==> config.mk <==
export PLATFORM = sky130hd
export DESIGN_NAME = wav_byte_fetch
export DESIGN_NICKNAME = d
export VERILOG_FILES = /design/src/rtl/wav_byte_fetch.sv
export SDC_FILE = /design/constraint.sdc
export NUM_CORES = 1
export LEC_CHECK = 0
export ABC_AREA = 1
export ABC_CLOCK_PERIOD_IN_PS = 1550
export BUFFER_PORTS_ARGS = -buffer_cell sky130_fd_sc_hd__buf_2
export CORE_ASPECT_RATIO = 0.9
export CORE_UTILIZATION = 50
export CTS_BUF_LIST = sky130_fd_sc_hd__clkbuf_8 sky130_fd_sc_hd__clkbuf_16
export DETAILED_ROUTE_END_ITERATION = 8
export PLACE_DENSITY = 0.78
export SYNTH_ARGS = -nofsm -noshare
export SYNTH_HDL_FRONTEND = slang
export SYNTH_SLANG_ARGS = --single-unit
export TNS_END_PERCENT = 1
==> constraint.sdc <==
create_clock -name clk_sys -period 1.55 [get_ports clk_sys]
set_input_delay 0.0775 -clock clk_sys [delete_from_list [all_inputs] [get_ports clk_sys]]
set_output_delay 0.0775 -clock clk_sys [all_outputs]
set_load 0.02 [all_outputs]
==> src/rtl/wav_byte_fetch.sv <==
// Byte-read front end for the wave player: holds one 8-byte SDRAM line and serves byte reads from it.
// Define WAV_FETCH_PREFETCH_EN to add a next-line register filled by a background prefetch.
module wav_byte_fetch #(
  parameter int ADDR_W      = 28,
  parameter bit RESET_READY = 1'b1
) (
  input  logic              clk_sys,
  input  logic              reset_n,
  input  logic [ADDR_W-1:0] i_addr,
  input  logic              i_rd,
  input  logic              i_flush,
  output logic [7:0]        o_data,
  output logic              o_ready,
  output logic [ADDR_W-4:0] o_sd_addr,
  output logic              o_sd_req,
  input  logic              i_sd_ack,
  input  logic [63:0]       i_sd_data
);
  localparam int TAG_W = ADDR_W - 3;

`ifdef WAV_FETCH_PREFETCH_EN
  typedef enum logic [1:0] {IDLE, FETCH, DONE, PREFETCH} state_t;
`else
  typedef enum logic [1:0] {IDLE, FETCH, DONE} state_t;
`endif

  state_t           state_q, state_d;
  logic             rd_q;
  logic [2:0]       req_off_q, req_off_d;
  logic [7:0]       data_q, data_d;
  logic             ready_q, ready_d;
  logic [TAG_W-1:0] sd_addr_q, sd_addr_d;
  logic             sd_req_q, sd_req_d;
  logic [63:0]      line_q, line_d;
  logic [TAG_W-1:0] tag_q, tag_d;
  logic             valid_q, valid_d;
  logic             abort_q, abort_d;

  logic             rd_edge, ack_now, hit_cur;
  logic [TAG_W-1:0] i_tag;

  assign i_tag   = i_addr[ADDR_W-1:3];
  assign rd_edge = i_rd & ~rd_q;
  assign ack_now = (i_sd_ack == sd_req_q);
  assign hit_cur = valid_q && (tag_q == i_tag);

  function automatic logic [7:0] sel_byte(input logic [63:0] line, input logic [2:0] k);
    return line[{k, 3'b000} +: 8];
  endfunction

`ifdef WAV_FETCH_PREFETCH_EN
  localparam logic [TAG_W-1:0] TAG_ONE = TAG_W'(1);

  logic [63:0]      nline_q, nline_d;
  logic [TAG_W-1:0] ntag_q, ntag_d;
  logic             nvalid_q, nvalid_d;
  logic             miss_pend_q, miss_pend_d;
  logic [TAG_W-1:0] pend_tag_q, pend_tag_d;
  logic             hit_nxt, nxt_held, off7;

  assign hit_nxt  = nvalid_q && (ntag_q == i_tag);
  assign nxt_held = nvalid_q && (ntag_q == tag_q + TAG_ONE);
  assign off7     = &i_addr[2:0];

  always_ff @(posedge clk_sys or negedge reset_n) begin
    if (!reset_n) begin
      nline_q     <= '0;
      ntag_q      <= '0;
      nvalid_q    <= 1'b0;
      miss_pend_q <= 1'b0;
      pend_tag_q  <= '0;
    end else begin
      nline_q     <= nline_d;
      ntag_q      <= ntag_d;
      nvalid_q    <= nvalid_d;
      miss_pend_q <= miss_pend_d;
      pend_tag_q  <= pend_tag_d;
    end
  end
`endif

  always_ff @(posedge clk_sys or negedge reset_n) begin
    if (!reset_n) begin
      state_q   <= IDLE;
      rd_q      <= 1'b0;
      req_off_q <= 3'd0;
      data_q    <= 8'd0;
      ready_q   <= RESET_READY;
      sd_addr_q <= '0;
      sd_req_q  <= 1'b0;
      line_q    <= '0;
      tag_q     <= '0;
      valid_q   <= 1'b0;
      abort_q   <= 1'b0;
    end else begin
      state_q   <= state_d;
      rd_q      <= i_rd;
      req_off_q <= req_off_d;
      data_q    <= data_d;
      ready_q   <= ready_d;
      sd_addr_q <= sd_addr_d;
      sd_req_q  <= sd_req_d;
      line_q    <= line_d;
      tag_q     <= tag_d;
      valid_q   <= valid_d;
      abort_q   <= abort_d;
    end
  end

  always_comb begin
    state_d   = state_q;
    req_off_d = req_off_q;
    data_d    = data_q;
    ready_d   = ready_q;
    sd_addr_d = sd_addr_q;
    sd_req_d  = sd_req_q;
    line_d    = line_q;
    tag_d     = tag_q;
    valid_d   = valid_q;
    abort_d   = abort_q;
`ifdef WAV_FETCH_PREFETCH_EN
    nline_d     = nline_q;
    ntag_d      = ntag_q;
    nvalid_d    = nvalid_q;
    miss_pend_d = miss_pend_q;
    pend_tag_d  = pend_tag_q;
    if (i_flush) nvalid_d = 1'b0;
`endif
    // A flush always drops the held line; later branches only revalidate when no flush is present.
    if (i_flush) valid_d = 1'b0;

    case (state_q)
      IDLE: begin
        if (rd_edge) begin
          req_off_d = i_addr[2:0];
          if (!i_flush && hit_cur) begin
            data_d  = sel_byte(line_q, i_addr[2:0]);
            ready_d = 1'b1;
`ifdef WAV_FETCH_PREFETCH_EN
            if (off7 && !nxt_held) begin
              sd_addr_d = tag_q + TAG_ONE;
              sd_req_d  = ~sd_req_q;
              abort_d   = 1'b0;
              state_d   = PREFETCH;
            end
          end else if (!i_flush && hit_nxt) begin
            line_d   = nline_q;
            tag_d    = ntag_q;
            valid_d  = 1'b1;
            nvalid_d = 1'b0;
            data_d   = sel_byte(nline_q, i_addr[2:0]);
            ready_d  = 1'b1;
            if (off7) begin
              sd_addr_d = ntag_q + TAG_ONE;
              sd_req_d  = ~sd_req_q;
              abort_d   = 1'b0;
              state_d   = PREFETCH;
            end
`endif
          end else begin
            ready_d   = 1'b0;
            sd_addr_d = i_tag;
            sd_req_d  = ~sd_req_q;
            abort_d   = 1'b0;
            state_d   = FETCH;
          end
        end
      end

      FETCH: begin
        if (i_flush) abort_d = 1'b1;
        if (ack_now) begin
          abort_d = 1'b0;
          if (abort_q || i_flush) begin
            // Ack consumed to keep toggle parity aligned, but the line is discarded.
            valid_d = 1'b0;
            ready_d = 1'b1;
            state_d = IDLE;
          end else begin
            line_d  = i_sd_data;
            tag_d   = sd_addr_q;
            valid_d = 1'b1;
            state_d = DONE;
          end
        end
      end

      DONE: begin
        data_d  = sel_byte(line_q, req_off_q);
        ready_d = 1'b1;
        state_d = IDLE;
`ifdef WAV_FETCH_PREFETCH_EN
        if (!i_flush && !nxt_held) begin
          sd_addr_d = tag_q + TAG_ONE;
          sd_req_d  = ~sd_req_q;
          abort_d   = 1'b0;
          state_d   = PREFETCH;
        end
`endif
      end

`ifdef WAV_FETCH_PREFETCH_EN
      PREFETCH: begin
        if (i_flush) abort_d = 1'b1;
        if (ack_now) begin
          if (!(abort_q || i_flush)) begin
            nline_d  = i_sd_data;
            ntag_d   = sd_addr_q;
            nvalid_d = 1'b1;
          end
          abort_d = 1'b0;
          state_d = IDLE;
          if (miss_pend_q) begin
            sd_addr_d   = pend_tag_q;
            sd_req_d    = ~sd_req_q;
            miss_pend_d = 1'b0;
            state_d     = FETCH;
          end
        end
        if (rd_edge && !miss_pend_q) begin
          req_off_d  = i_addr[2:0];
          pend_tag_d = i_tag;
          if (!i_flush && hit_cur) begin
            data_d  = sel_byte(line_q, i_addr[2:0]);
            ready_d = 1'b1;
          end else if (!i_flush && hit_nxt) begin
            line_d   = nline_q;
            tag_d    = ntag_q;
            valid_d  = 1'b1;
            nvalid_d = 1'b0;
            data_d   = sel_byte(nline_q, i_addr[2:0]);
            ready_d  = 1'b1;
          end else if (ack_now) begin
            ready_d   = 1'b0;
            sd_addr_d = i_tag;
            sd_req_d  = ~sd_req_q;
            abort_d   = 1'b0;
            state_d   = FETCH;
          end else if (!i_flush && !abort_q && (i_tag == sd_addr_q)) begin
            // The line is already on its way: wait for that ack as a demand fill.
            ready_d = 1'b0;
            state_d = FETCH;
          end else begin
            ready_d     = 1'b0;
            miss_pend_d = 1'b1;
          end
        end
      end
`endif

      default: state_d = IDLE;
    endcase
  end

  assign o_data    = data_q;
  assign o_ready   = ready_q;
  assign o_sd_addr = sd_addr_q;
  assign o_sd_req  = sd_req_q;

endmodule

After elaboration in Yosys (flattened, before gate mapping)
Index checks and enable logic that the tools add are counted.
W data, S select, Z words.
{ "totals": {"latchBits": 0, "reg_bits": 132, "inputBits": 97, "rom_bits": 0, "memories": 0, "out_inout_bits": 35, "word_cells": 65, "mem_bits_rw": 0} }
{ "op_classes": {"n_reduce_logical": 15, "mux": 22, "addsub": 0, "shift": 2, "n_eq_ne": 10, "bitwise": 5, "n_mul": 0, "n_div": 0, "order_cmp": 0} }
{ "ops": {"columns": ["cell", "count"], "rows": [
  ["$shiftx A64 B7 Y8", 2],
  ["$eq A25 B25 Y1", 1],
  ["$mux W8", 2],
  ["$pmux W8 S2", 1],
  ["$mux W1", 12],
  ["$reduce_and A3 Y1", 4],
  ["$ne A2 B2 Y1 const B", 5],
  ["$mux W2", 4],
  ["$reduce_and A4 Y1", 2],
  ["$not A1 Y1", 4],
  ["$pmux W2 S2", 1],
  ["$reduce_bool A2 Y1", 2],
  ["$ne A3 B3 Y1 const B", 1],
  ["$pmux W1 S3", 1],
  ["$reduce_bool A3 Y1", 1],
  ["$eq A2 B1 Y1 const B", 1],
  ["$eq A2 B2 Y1 const B", 1],
  ["$logic_and A1 B1 Y1", 2],
  ["$logic_not A2 Y1", 1],
  ["$pmux W1 S2", 1],
  ["$reduce_and A2 Y1", 1],
  ["$and A1 B1 Y1", 1],
  ["$eq A1 B1 Y1", 1],
  ["$logic_not A1 Y1", 1],
  ["$logic_or A1 B1 Y1", 1]
]} }

Depth between registers and ports, before layout
Gate-level depths: netlist of the first run.
{ "depth": {"ltp_word": 6, "depth_mapped": 14, "depth_no_buf": 12} }

Least setup slack after synthesis of the first run
OpenSTA, ideal clock, no wires.
{ "synth_timing": {"kind": "reg-to-reg", "start": "register state_q[0]", "end": "register data_q[3] (netlist: o_data[3])", "path_buffers": 3, "synth_period_minus_slack_ns": 1.706, "required_time_ns": 1.433, "arrival_time_ns": 1.589, "setup_ns": 0.117, "stages_incl_launch_ff": 14, "setup_slack_ns": -0.156, "cell_sequence": "dfrtp_1 -> inv_1 -> ha_1 -> buf_4 -> nand2_1 -> nand2_2 -> buf_6 -> buf_6 -> o21ai_0 -> a21oi_1 -> o21ai_0 -> nand2_1 -> nand2_1 -> nand2_1"} }
{ "synth_via": {"elab_chain_cells": 3, "word_cells_on_any_way": 7, "classes_between": "eq/ne: 3; mux: 1; reduce/logical: 3"} }
{ "synth_lines": {"columns": ["element", "line", "text"], "rows": [
  ["start: declaration", "27", "state_t state_q, state_d;"],
  ["start signal: assignment", "96", "state_q <= state_d;"],
  ["$eq A2 B2 Y1 / $logic_not A2 Y1 (equally long branches)", "132", "case (state_q)"],
  ["$reduce_bool A2 Y1 (no source line) / $ne A2 B2 Y1 (equally long branches)", null, null],
  ["$reduce_and A3 Y1 (no source line)", null, null],
  ["end signal: assignment", "99", "data_q <= data_d;"],
  ["end: declaration", "30", "logic [7:0] data_q, data_d;"]
]} }
Several ways; a longest one is shown, not always the timed one.
A chain may end at the register's enable or synchronous reset.

Final worst setup path of the first run
{ "layout_timing": {"start": "register state_q[1]", "end": "register data_q[7] (netlist: o_data[7])"} }
Same word-level chain as after synthesis.

==> results.toml, run 1 <==
[run_status]
status = "finished, violations left"
violations = "negative setup slack"

[floorplan]
die_h_um = 108.4
core-area_mm2 = 0.01217
die_area_mm2 = 0.01304
rows = 38
die_x_um = 120.2
initial_core_util = 0.5169
ios = 132

[clocking]
clock_latency_ns = 0.42
cts_tree = "yes"
clockBufferDepth = 2
cts_max_level = 4
cts.sinks = 132
cts_buffers = 17
cts_root_buf = "clkbuf_16"
clk_pin_slew_worst_paths_ns = 0.06

[place]
dpl.hpwl_um = 11220
dp_cells = 1006
dpl_cell_area_mm2 = 0.007586
routabilityCongestion = 0.8975
io_buffers = 131

[cells_and_area]
design_area_mm2 = 0.009737
insertedDiodeCount = 0
nets = 1073
area_delta_synth_final_pct = 54.77
finalNonFillerCells = 1145
drive_gt1_frac = 0.4467

[routing]
drtAntennaViolNets = 0
routed_wl_um = 23740
drtPass1Iterations = 6
num_vias = 6467
viasPerCell = 5.648
dr.first_iter.drc_count = 745
wl_per_cell_um = 20.73
drc = 0

[timing]
clock.fmax_mhz = 487.1
post-route-worst-setup-slack_ns = -0.5029
tightest_slew_ns = 0.4162
clock_skew_ns = 0.01528
period_needed_ns = 2.053
slew_headroom = 0.7225
setup_violations = 130
rsz0062_at_grt = "true"
fin_crit_sh = 1.324
hold_viol_final = 0
finalMaxSlewViolations = 0

[synth]
synth_ff_type = "dfrtp_1"
synth_nets = 773
yosys.area.top_type = "dfrtp_1"
syn_inst = 672
yosys_register_bits = 132
async_flop_share = 1.000
avgSynthCellArea_um2 = 9.362
ys_types = 31
synth_top_cells_by_area = "dfrtp_1, mux2_2, nand2_1"
syn_area_mm2 = 0.006291
synth_top_area_share = 0.5211
yosysWarningCount = 0
synth_seq_area_share = 0.5253
synth_edf_count = 0

[global_routing]
antenna_found_initial = 0
grt_overflow = 0
grt_max_degree = 76
grt_util_all_layers = 0.3601
grt_pass1_wl_um = 34960
grt_pass1_vias = 6615

[setup_path]
cp.required_ns = 1.90
cp_cell_sequence = "ha_4 -> buf_6 -> o21ai_4 -> buf_6 -> buf_16 -> o21ai_1 -> a21oi_2 -> o21ai_1 -> nand2_1 -> nand2_1 -> nand2_1"
crit_path_top_delay_cell = "dfrtp_1"
startpoint = "state_q[1]"
startpoint_type = "flop"
cp_common_cell = "nand2_1"
cp-end-kind = "flop"
max_stage_delay_ns = 0.43
rr_startpoint = "state_q[1]"
cp_max_fo = 8
arrival_ns = 2.41
worstSetupPathType = "reg -> reg"

[power]
leakagePower_nw = 4.879
worst_ir_drop_vdd_mv = 1.080
p_per_area_mw_per_mm2 = 1886

[job]
max-cap-violations = 0

[min_path]
hold_class = "in -> async"
==> worst max-delay path: cells and delay by family, from the launching register on <==
family                   cells  cell delay [ns]
flip-flops                   1             0.43
adder cells (fa/ha/maj)      1             0.20
AO/OA/AOI/OAI                4             0.67
AND/OR/NAND/NOR              3             0.26
buffers and inverters        3             0.41
==> synth_stat cells, types with 2 or more instances <==
library cell  count
a21oi_1          22
nand3_1          20
ha_1              4
buf_4             3
clkbuf_1          2
nor2_1           79
nand2_1         130
inv_2            18
xnor2_1           3
nand2_2           3
buf_2            13
o21ai_0          35
nand2_4           2
o21ai_1          26
o21a_1            2
a21oi_2          29
inv_1            54
nor2_4            2
xor2_1            3
mux2_2           57
buf_6            10
dfrtp_1         131
nor3_1           16
==> metrics by stage <==
| stage | hold slack (ns) | worst slack, ns | TNS (ns) | utilization | total power [W] |
|---|---|---|---|---|---|
| after global placement | -0.1084 | -0.2748 | -10.67 | 0.6233 | 0.01206 |
| after detailed placement | -0.1074 | -0.4030 | -12.39 | 0.6233 | 0.01228 |
| after floorplan | -0.2181 | -0.1078 | -6.606 | - | 0.009895 |
| final | 0.01379 | -0.5029 | -30.07 | 0.8000 | 0.01836 |
| after CTS | 0.005977 | -0.2763 | -10.48 | 0.7794 | 0.01688 |
| after global routing | 0.01504 | -0.5229 | -37.14 | 0.8000 | 0.01912 |
==> cell families (layout without fill, tap and decap cells) <==
logic type | after synthesis | after routing | synth area share
AO/OA/AOI/OAI | 114 | 114 | 0.1088
XOR/XNOR | 6 | 6 | 0.008355
adder cells (fa/ha/maj) | 4 | 4 | 0.007956
buffers and inverters | 101 | 414 | 0.07657
flip-flops | 132 | 132 | 0.5253
multiplexers | 57 | 57 | 0.1020
AND/OR/NAND/NOR | 258 | 258 | 0.1710
==> final timing paths <==
path | cells after the start | slack [ns] | to
max | 11 | -0.50 | o_data[7]
min | 2 | 0.01 | line_q[10]
max reg2reg | 11 | -0.50 | o_data[7]
min reg2reg | 2 | 0.50 | o_sd_addr[20]
max in group asynchronous | 3 | 0.90 | o_ready
min in group clk_sys | 4 | 0.02 | req_off_q[2]
==> power breakdown <==
| part | switching [W] | internal [W] |
|---|---|---|
| clock network | 0.00169 | 0.00205 |
| registers | 0.00129 | 0.00512 |
| logic | 0.00447 | 0.00374 |
| total | 0.00746 | 0.0109 |
==> placed cells by master, fill, tap and decap left out, types with 3 or more instances in the layout <==
master / instances
nand3_1: 20
dfrtp_1: 131
o21ai_1: 36
inv_1: 49
nor2_1: 63
dlygate4sd3_1: 93
buf_2: 130
a21oi_2: 35
o21ai_0: 5
buf_16: 3
nor2_2: 13
nor3_1: 4
buf_4: 54
clkinv_2: 6
a21oi_1: 15
buf_12: 11
nor2_4: 5
clkinv_4: 3
inv_6: 4
mux2_2: 50
o21ai_2: 16
mux2_4: 7
xnor2_1: 3
nor3_4: 3
xor2_1: 3
nand2_2: 12
nor3_2: 10
clkbuf_16: 18
inv_2: 21
nand2_1: 117
nand2_4: 4
o21ai_4: 4
buf_6: 15
==> timing repair <==
action	4_1_cts	5_1_grt
endpoints found under the hold margin	223	0
hold buffers	93	0
pin swaps	20	31
gates cloned	4	1
setup buffers	8	4
endpoints found under the setup margin	123	131
gates resized for setup	79	64
==> sequential cells by signal, indices dropped and copies added, names as in the netlist <==
signal / cells
line_q: 64
o_sd_addr: 25
tag_q: 25
o_data: 8
req_off_q: 3
state_q: 2
abort_q: 1
o_ready: 1
o_sd_req: 1
rd_q: 1
valid_q: 1
==> metal layers <==
layer / up-vias / GRT usage / share of wire
li1: 2778 / - / -
met1: 3066 / 0.4272 / 0.36
met2: 463 / 0.5866 / 0.48
met3: 160 / 0.09335 / 0.092
met4: 0 / 0.2302 / 0.072
met5: - / 0 / 0
==> area by class of cell <==
cell class / count / area [um^2]
timing repair buffer: 309 / 2514
tap: 160 / 200.2
inverter: 73 / 279.0
multi-input combinational: 439 / 2908
clock buffer: 17 / 425.4
sequential: 132 / 3304
fill: 659 / 2435
clock inverter: 15 / 106.4
No activity file was read; power rests on OpenSTA's default activity.
==> run 2: changes to the inputs <==
--- a/config.mk
+++ b/config.mk
@@ -6,13 +6,14 @@
 export NUM_CORES = 1
 export LEC_CHECK = 0
 export ABC_AREA = 1
-export ABC_CLOCK_PERIOD_IN_PS = 1550
+export ABC_CLOCK_PERIOD_IN_PS = 2400
 export BUFFER_PORTS_ARGS = -buffer_cell sky130_fd_sc_hd__buf_2
 export CORE_ASPECT_RATIO = 0.9
-export CORE_UTILIZATION = 50
+export CORE_UTILIZATION = 59
 export CTS_BUF_LIST = sky130_fd_sc_hd__clkbuf_8 sky130_fd_sc_hd__clkbuf_16
 export DETAILED_ROUTE_END_ITERATION = 8
-export PLACE_DENSITY = 0.78
+export HOLD_SLACK_MARGIN = 0.1
+export PLACE_DENSITY = 0.86
 export SYNTH_ARGS = -nofsm -noshare
 export SYNTH_HDL_FRONTEND = slang
 export SYNTH_SLANG_ARGS = --single-unit
==> constraint.sdc (replaced) <==
create_clock -name clk_sys -period 2.4 [get_ports clk_sys]
set_input_delay 0.12 -clock clk_sys [delete_from_list [all_inputs] [get_ports clk_sys]]
set_output_delay 0.12 -clock clk_sys [all_outputs]
set_load 0.02 [all_outputs]
==> run 2 against run 1 <==
Net effect: the run now ends clean; global-route usage decreased by 0.63 points; non-clock buffer count is 73 lower; sequential share of layout area rose by 4.6 points; setup slack gained 0.62 ns; register-to-register slack improved by 0.62 ns; combinational power decreased by 53%; worst hold slack better by 0.20 ns; clock power shrank 29%; first-iteration DRC count shrank 42%; power is 43% lower; critical endpoint is now o_data[5]; highest routed layer unchanged.
==> results.toml, run 2 (synthesis gave the netlist of run 1 again) <==
[run_status]
status = "completed"

[clocking]
cts_buffers = 17
cts_max_level = 4
cts_root_buf = "clkbuf_16"
clockBufferDepth = 2
clock_latency_ns = 0.42
cts.sinks = 132
clk_pin_slew_worst_paths_ns = 0.06
cts_tree = "yes"

[cells_and_area]
area_delta_synth_final_pct = 36.26
mostFrequentLayoutCell = "dfrtp_1"
nets = 1000
drive_gt1_frac = 0.3169
multi_input_area_mm2 = 0.002524
final_core_util = 0.8329
top_register = "line_q"
seq_area_mm2 = 0.003304
fill_cells = 524
mostFrequentLayoutCells = "dfrtp_1, nand2_1, buf_2"
largest_reg_flops = 64

[timing]
clock.fmax_mhz = 438.2
fin_crit_sh = 0.9509
clock_skew_ns = 0.008749
setup_violations = 0
hold_slack_ns = 0.2091
tightest_slew_ns = 0.6873
hold_viol_final = 0
period_needed_ns = 2.282
slew_headroom = 0.5418
finalMaxSlewViolations = 0

[place]
dpl.hpwl_um = 10260
routabilityCongestion = 0.9076
io_buffers = 131

[floorplan]
die_h_um = 99.96
initial_core_util = 0.6113
ios = 132
rows = 35
core-area_mm2 = 0.01029
die_area_mm2 = 0.01108
die_x_um = 110.8

[setup_path]
cp_cell_sequence = "inv_1 -> ha_2 -> o21ai_4 -> buf_4 -> o21ai_0 -> a21oi_1 -> o21ai_0 -> nand2_1 -> nand2_1 -> nand2_1"
r2r_slack_ns = 0.12
cp-end-kind = "flop"
startpoint_type = "flop"
worstSetupPathType = "reg -> reg"
arrival_ns = 2.63
rr_startpoint = "state_q[0]"
cp_common_cell = "nand2_1"
max_stage_delay_ns = 0.41
cp.required_ns = 2.75
ff2ff_path_depth = 10
crit_path_top_delay_cell = "dfrtp_1"
cp_max_fo = 17
r2r-end = "o_data[5]"

[power]
leakagePower_nw = 4.370
worst_ir_drop_vdd_mv = 0.7897
p_seq_frac = 0.384
p_sw_frac = 0.3887
pwr-share-clk = 0.253
combPwrFrac = 0.363
power.switching_w = 0.004090
intPower_w = 0.006432
p_per_area_mw_per_mm2 = 1228

[routing]
wirelength_met1_um = 7037
top_layer = "met4"
met2RoutedLength_um = 9362
viasPerCell = 5.621
routed_wl_um = 18920
drc = 0
num_vias = 5857
wl_per_cell_um = 18.16
wl_met3_um = 1394
drtPass1Iterations = 5
drtAntennaViolNets = 0
dr.first_iter.drc_count = 433

[job]
max-cap-violations = 0

[min_path]
hold_depth = 5
hold_class = "in -> reg"
hp-start = "i_sd_ack"
min_to = "valid_q"

[global_routing]
grt_overflow = 0
grt_max_degree = 82
grt_pass1_wl_um = 30060
grt_pass1_vias = 5965
grt_util_all_layers = 0.3538
antenna_found_initial = 1
run 2: cell types whose count changed in the layout (fill, tap and decap cells not counted), moves of 13 or more:
cell	before	now
nor2_1	63	79
o21ai_0	5	35
o21ai_2	16	0
nand2_1	117	130
buf_4	54	9
buf_6	15	0
nor2_2	13	0
run 2: power by group through the flow:
stage | clock network [W] | logic (W) | registers, W
2_1_floorplan | 0 | 0.00224 | 0.00412
6_report | 0.00266 | 0.00382 | 0.00404
3_3_place_gp | 0 | 0.00329 | 0.00390
5_1_grt | 0.00277 | 0.00414 | 0.00413
4_1_cts | 0.00265 | 0.00361 | 0.00395
3_5_place_dp | 0 | 0.00344 | 0.00397
run 2: layout make-up:
type                       instances  share of cell area
sequential                       132              0.3855
clock inverter                    15             0.02000
antenna                            1           0.0002919
multi-input combinational        439              0.2944
clock buffer                      17             0.04963
inverter                          73             0.03197
timing repair buffer             236              0.1994
tap                              129             0.01883
run 2: how the worst max path moves through the flow:
stage | from | endpoint | slack (ns) | cells after the start
final | state_q[0] | o_data[5] | 0.12 | 10
after global routing | state_q[0] | o_data[5] | -0.01 | 11
after CTS | state_q[0] | o_data[7] | 0.17 | 10
after detailed placement | state_q[0] | o_data[2] | 0.26 | 10
after global placement | state_q[0] | o_data[2] | 0.40 | 10
after floorplan | state_q[0] | o_data[3] | 0.69 | 13
run 2: worst max-delay path: cells and delay by family, from the launching register on:
kind | cells | cell delay [ns]
buf+inv | 2 | 0.38
flops | 1 | 0.41
simple gates | 3 | 0.22
compound gates | 4 | 0.95
fa+ha+maj | 1 | 0.24
run 2: per-layer routing:
metal / track usage / vias up
li1: - / 2624
met1: 0.4029 / 2777
met2: 0.5920 / 355
met3: 0.09179 / 101
met4: 0.2431 / 0
met5: 0.008889 / -
run 2: through the flow:
| step | cells | worst slack, ns | TNS [ns] | instance area [um^2] | total power (W) |
|---|---|---|---|---|---|
| after floorplan | 672 | 0.6938 | 0 | 6291 | 0.006359 |
| after global placement | 914 | 0.4043 | 0 | 7012 | 0.007187 |
| after detailed placement | 914 | 0.2629 | 0 | 7012 | 0.007406 |
| after CTS | 1041 | 0.1696 | 0 | 8559 | 0.01021 |
| after global routing | 1042 | -0.01224 | -0.01224 | 8572 | 0.01104 |
| final | 1042 | 0.1178 | 0 | 8572 | 0.01052 |
run 2: what timing repair did:
item,4_1_cts,5_1_grt
hold buffers,95,0
setup endpoints to repair,0,8
buffers inserted,0,0
endpoints found under the hold margin,144,0
resized for setup,0,2
==> run 3: changes to the inputs <==
--- a/config.mk
+++ b/config.mk
@@ -14,6 +14,7 @@
 export DETAILED_ROUTE_END_ITERATION = 8
 export HOLD_SLACK_MARGIN = 0.1
 export PLACE_DENSITY = 0.86
+export REMOVE_ABC_BUFFERS = 1
 export SYNTH_ARGS = -nofsm -noshare
 export SYNTH_HDL_FRONTEND = slang
 export SYNTH_SLANG_ARGS = --single-unit
==> run 3 against run 2 <==
Net effect: clock power is 3% higher; non-clock buffer count is 2 lower; die area stayed put; power is 0.79% lower.
==> results.toml, run 3 (synthesis gave the netlist of run 1 again) <==
[cells_and_area]
insertedDiodeCount = 0
nets = 999
final_core_util = 0.8371
top_register = "line_q"
multi_input_area_mm2 = 0.002532
design_area_mm2 = 0.008615
seq_area_mm2 = 0.003304
drive_gt1_frac = 0.3139
mostFrequentLayoutCells = "dfrtp_1, nand2_1, buf_2"
mostFrequentLayoutCell = "dfrtp_1"
fill_cells = 552
area_delta_synth_final_pct = 36.93
largest_reg_flops = 64

[timing]
setup_violations = 0
clock_skew_ns = 0.01071
rsz0062_at_grt = "false"
hold_slack_ns = 0.2040
fin_crit_sh = 0.9334
post-route-worst-setup-slack_ns = 0.1599
clock.fmax_mhz = 446.4
finalMaxSlewViolations = 0
slew_headroom = 0.4773
hold_viol_final = 0
tightest_slew_ns = 0.7839
period_needed_ns = 2.240

[global_routing]
grt_max_degree = 65
grt_pass1_wl_um = 28660
grt_overflow = 0
antenna_found_initial = 0
grt_pass1_vias = 5988
grt_util_all_layers = 0.3364

[power]
power_w = 0.01044
worst_ir_drop_vdd_mv = 1.025
p_per_area_mw_per_mm2 = 1212
leakagePower_nw = 4.397

[routing]
drtPass1Iterations = 6
dr.first_iter.drc_count = 468
viasPerCell = 5.516
num_vias = 5737
routed_wl_um = 17800
wl_per_cell_um = 17.11
drc = 0
drtAntennaViolNets = 0

[setup_path]
cp-end-kind = "flop"
r2r_slack_ns = 0.16
worstSetupPathType = "reg -> reg"
cp_top_family = "simple AND/OR/NAND/NOR gates"
r2r-end = "o_data[7]"
ff2ff_path_depth = 11
rr_startpoint = "state_q[0]"
cp_max_fo = 16
startpoint_type = "flop"
max_stage_delay_ns = 0.41
path_buf_inv = 2
cp_cell_sequence = "inv_1 -> ha_2 -> nand2_1 -> nand2_2 -> clkinvlp_4 -> nor2_1 -> nor3_1 -> o21ai_0 -> nand2_1 -> nand2_1 -> nand2_1"
cp.required_ns = 2.71
cp_common_cell = "nand2_1"
crit_path_top_delay_cell = "dfrtp_1"
arrival_ns = 2.55

[place]
routabilityCongestion = 0.7955
io_buffers = 131
dpl.hpwl_um = 9712
pre_cts_ws_ns = -0.01888
dpl_cell_area_mm2 = 0.007022

[floorplan]
die_h_um = 99.96
rows = 35
die_x_um = 110.8
ios = 132
die_area_mm2 = 0.01108
core-area_mm2 = 0.01029
initial_core_util = 0.6113

[min_path]
hold_class = "in -> reg"
min_to = "valid_q"
hp-start = "i_sd_ack"
hold_depth = 5

[clocking]
clockBufferDepth = 2
cts.sinks = 132
cts_root_buf = "clkbuf_16"
clk_pin_slew_worst_paths_ns = 0.05
cts_tree = "yes"
clock_latency_ns = 0.42
cts_buffers = 17
cts_max_level = 4

[job]
max-cap-violations = 0

[run_status]
status = "completed"
[run 3: metrics by stage]
step           setup TNS, ns  cells
3_3_place_gp               0    912
2_1_floorplan         -40.22    644
5_1_grt                    0   1040
6_report                   0   1040
4_1_cts                    0   1039
3_5_place_dp        -0.04557    912
[run 3: how the worst max path moves through the flow]
stage | cells past startpoint | slack, ns | startpoint | to
after global routing | 11 | 0.05 | state_q[0] | o_data[1]
final | 11 | 0.16 | state_q[0] | o_data[7]
after detailed placement | 9 | -0.02 | state_q[0] | o_data[5]
after floorplan | 6 | -0.51 | state_q[1] | line_q[0]
after global placement | 9 | 0.13 | state_q[0] | o_data[3]
after CTS | 9 | 0.23 | state_q[0] | o_data[5]
[run 3: layout make-up]
| cell class | count | area share |
|---|---|---|
| clock inverter | 13 | 0.01932 |
| inverter | 73 | 0.03224 |
| clock buffer | 19 | 0.05258 |
| timing repair buffer | 234 | 0.1996 |
| sequential | 132 | 0.3836 |
| tap | 129 | 0.01874 |
| multi-input combinational | 440 | 0.2940 |
[run 3: worst reg2reg max path, stage by stage (launching register included)]
cell and delay (ns):
dfrtp_1 0.41, inv_1 0.10, ha_2 0.30, nand2_1 0.09
nand2_2 0.13, clkinvlp_4 0.31, nor2_1 0.21, nor3_1 0.06
o21ai_0 0.28, nand2_1 0.11, nand2_1 0.09, nand2_1 0.05
[run 3: metal layers]
| metal | GRT usage | vias to the layer above | routed length (um) |
|---|---|---|---|
| met1 | 0.3735 | 2775 | 6689 |
| met2 | 0.6049 | 293 | 9437 |
| met4 | 0.1795 | 0 | 528 |
| met5 | 0 | - | 0 |
| li1 | - | 2619 | - |
| met3 | 0.08031 | 50 | 1142 |
[run 3: power breakdown]
group	total [W]	switching, W	internal, W
combinational	0.00373	0.00216	0.00158
sequential	0.00398	0.000675	0.00331
clock	0.00273	0.000953	0.00177
total	0.0104	0.00379	0.00665
[run 3: repair_timing]
action                                  4_1_cts  5_1_grt
buffers inserted                              0        0
endpoints found under the setup margin        7        4
pin swaps                                     0        1
hold buffers                                 95        0
resized for setup                             1        2
hold endpoints to repair                    138        0
cloned                                        0        1
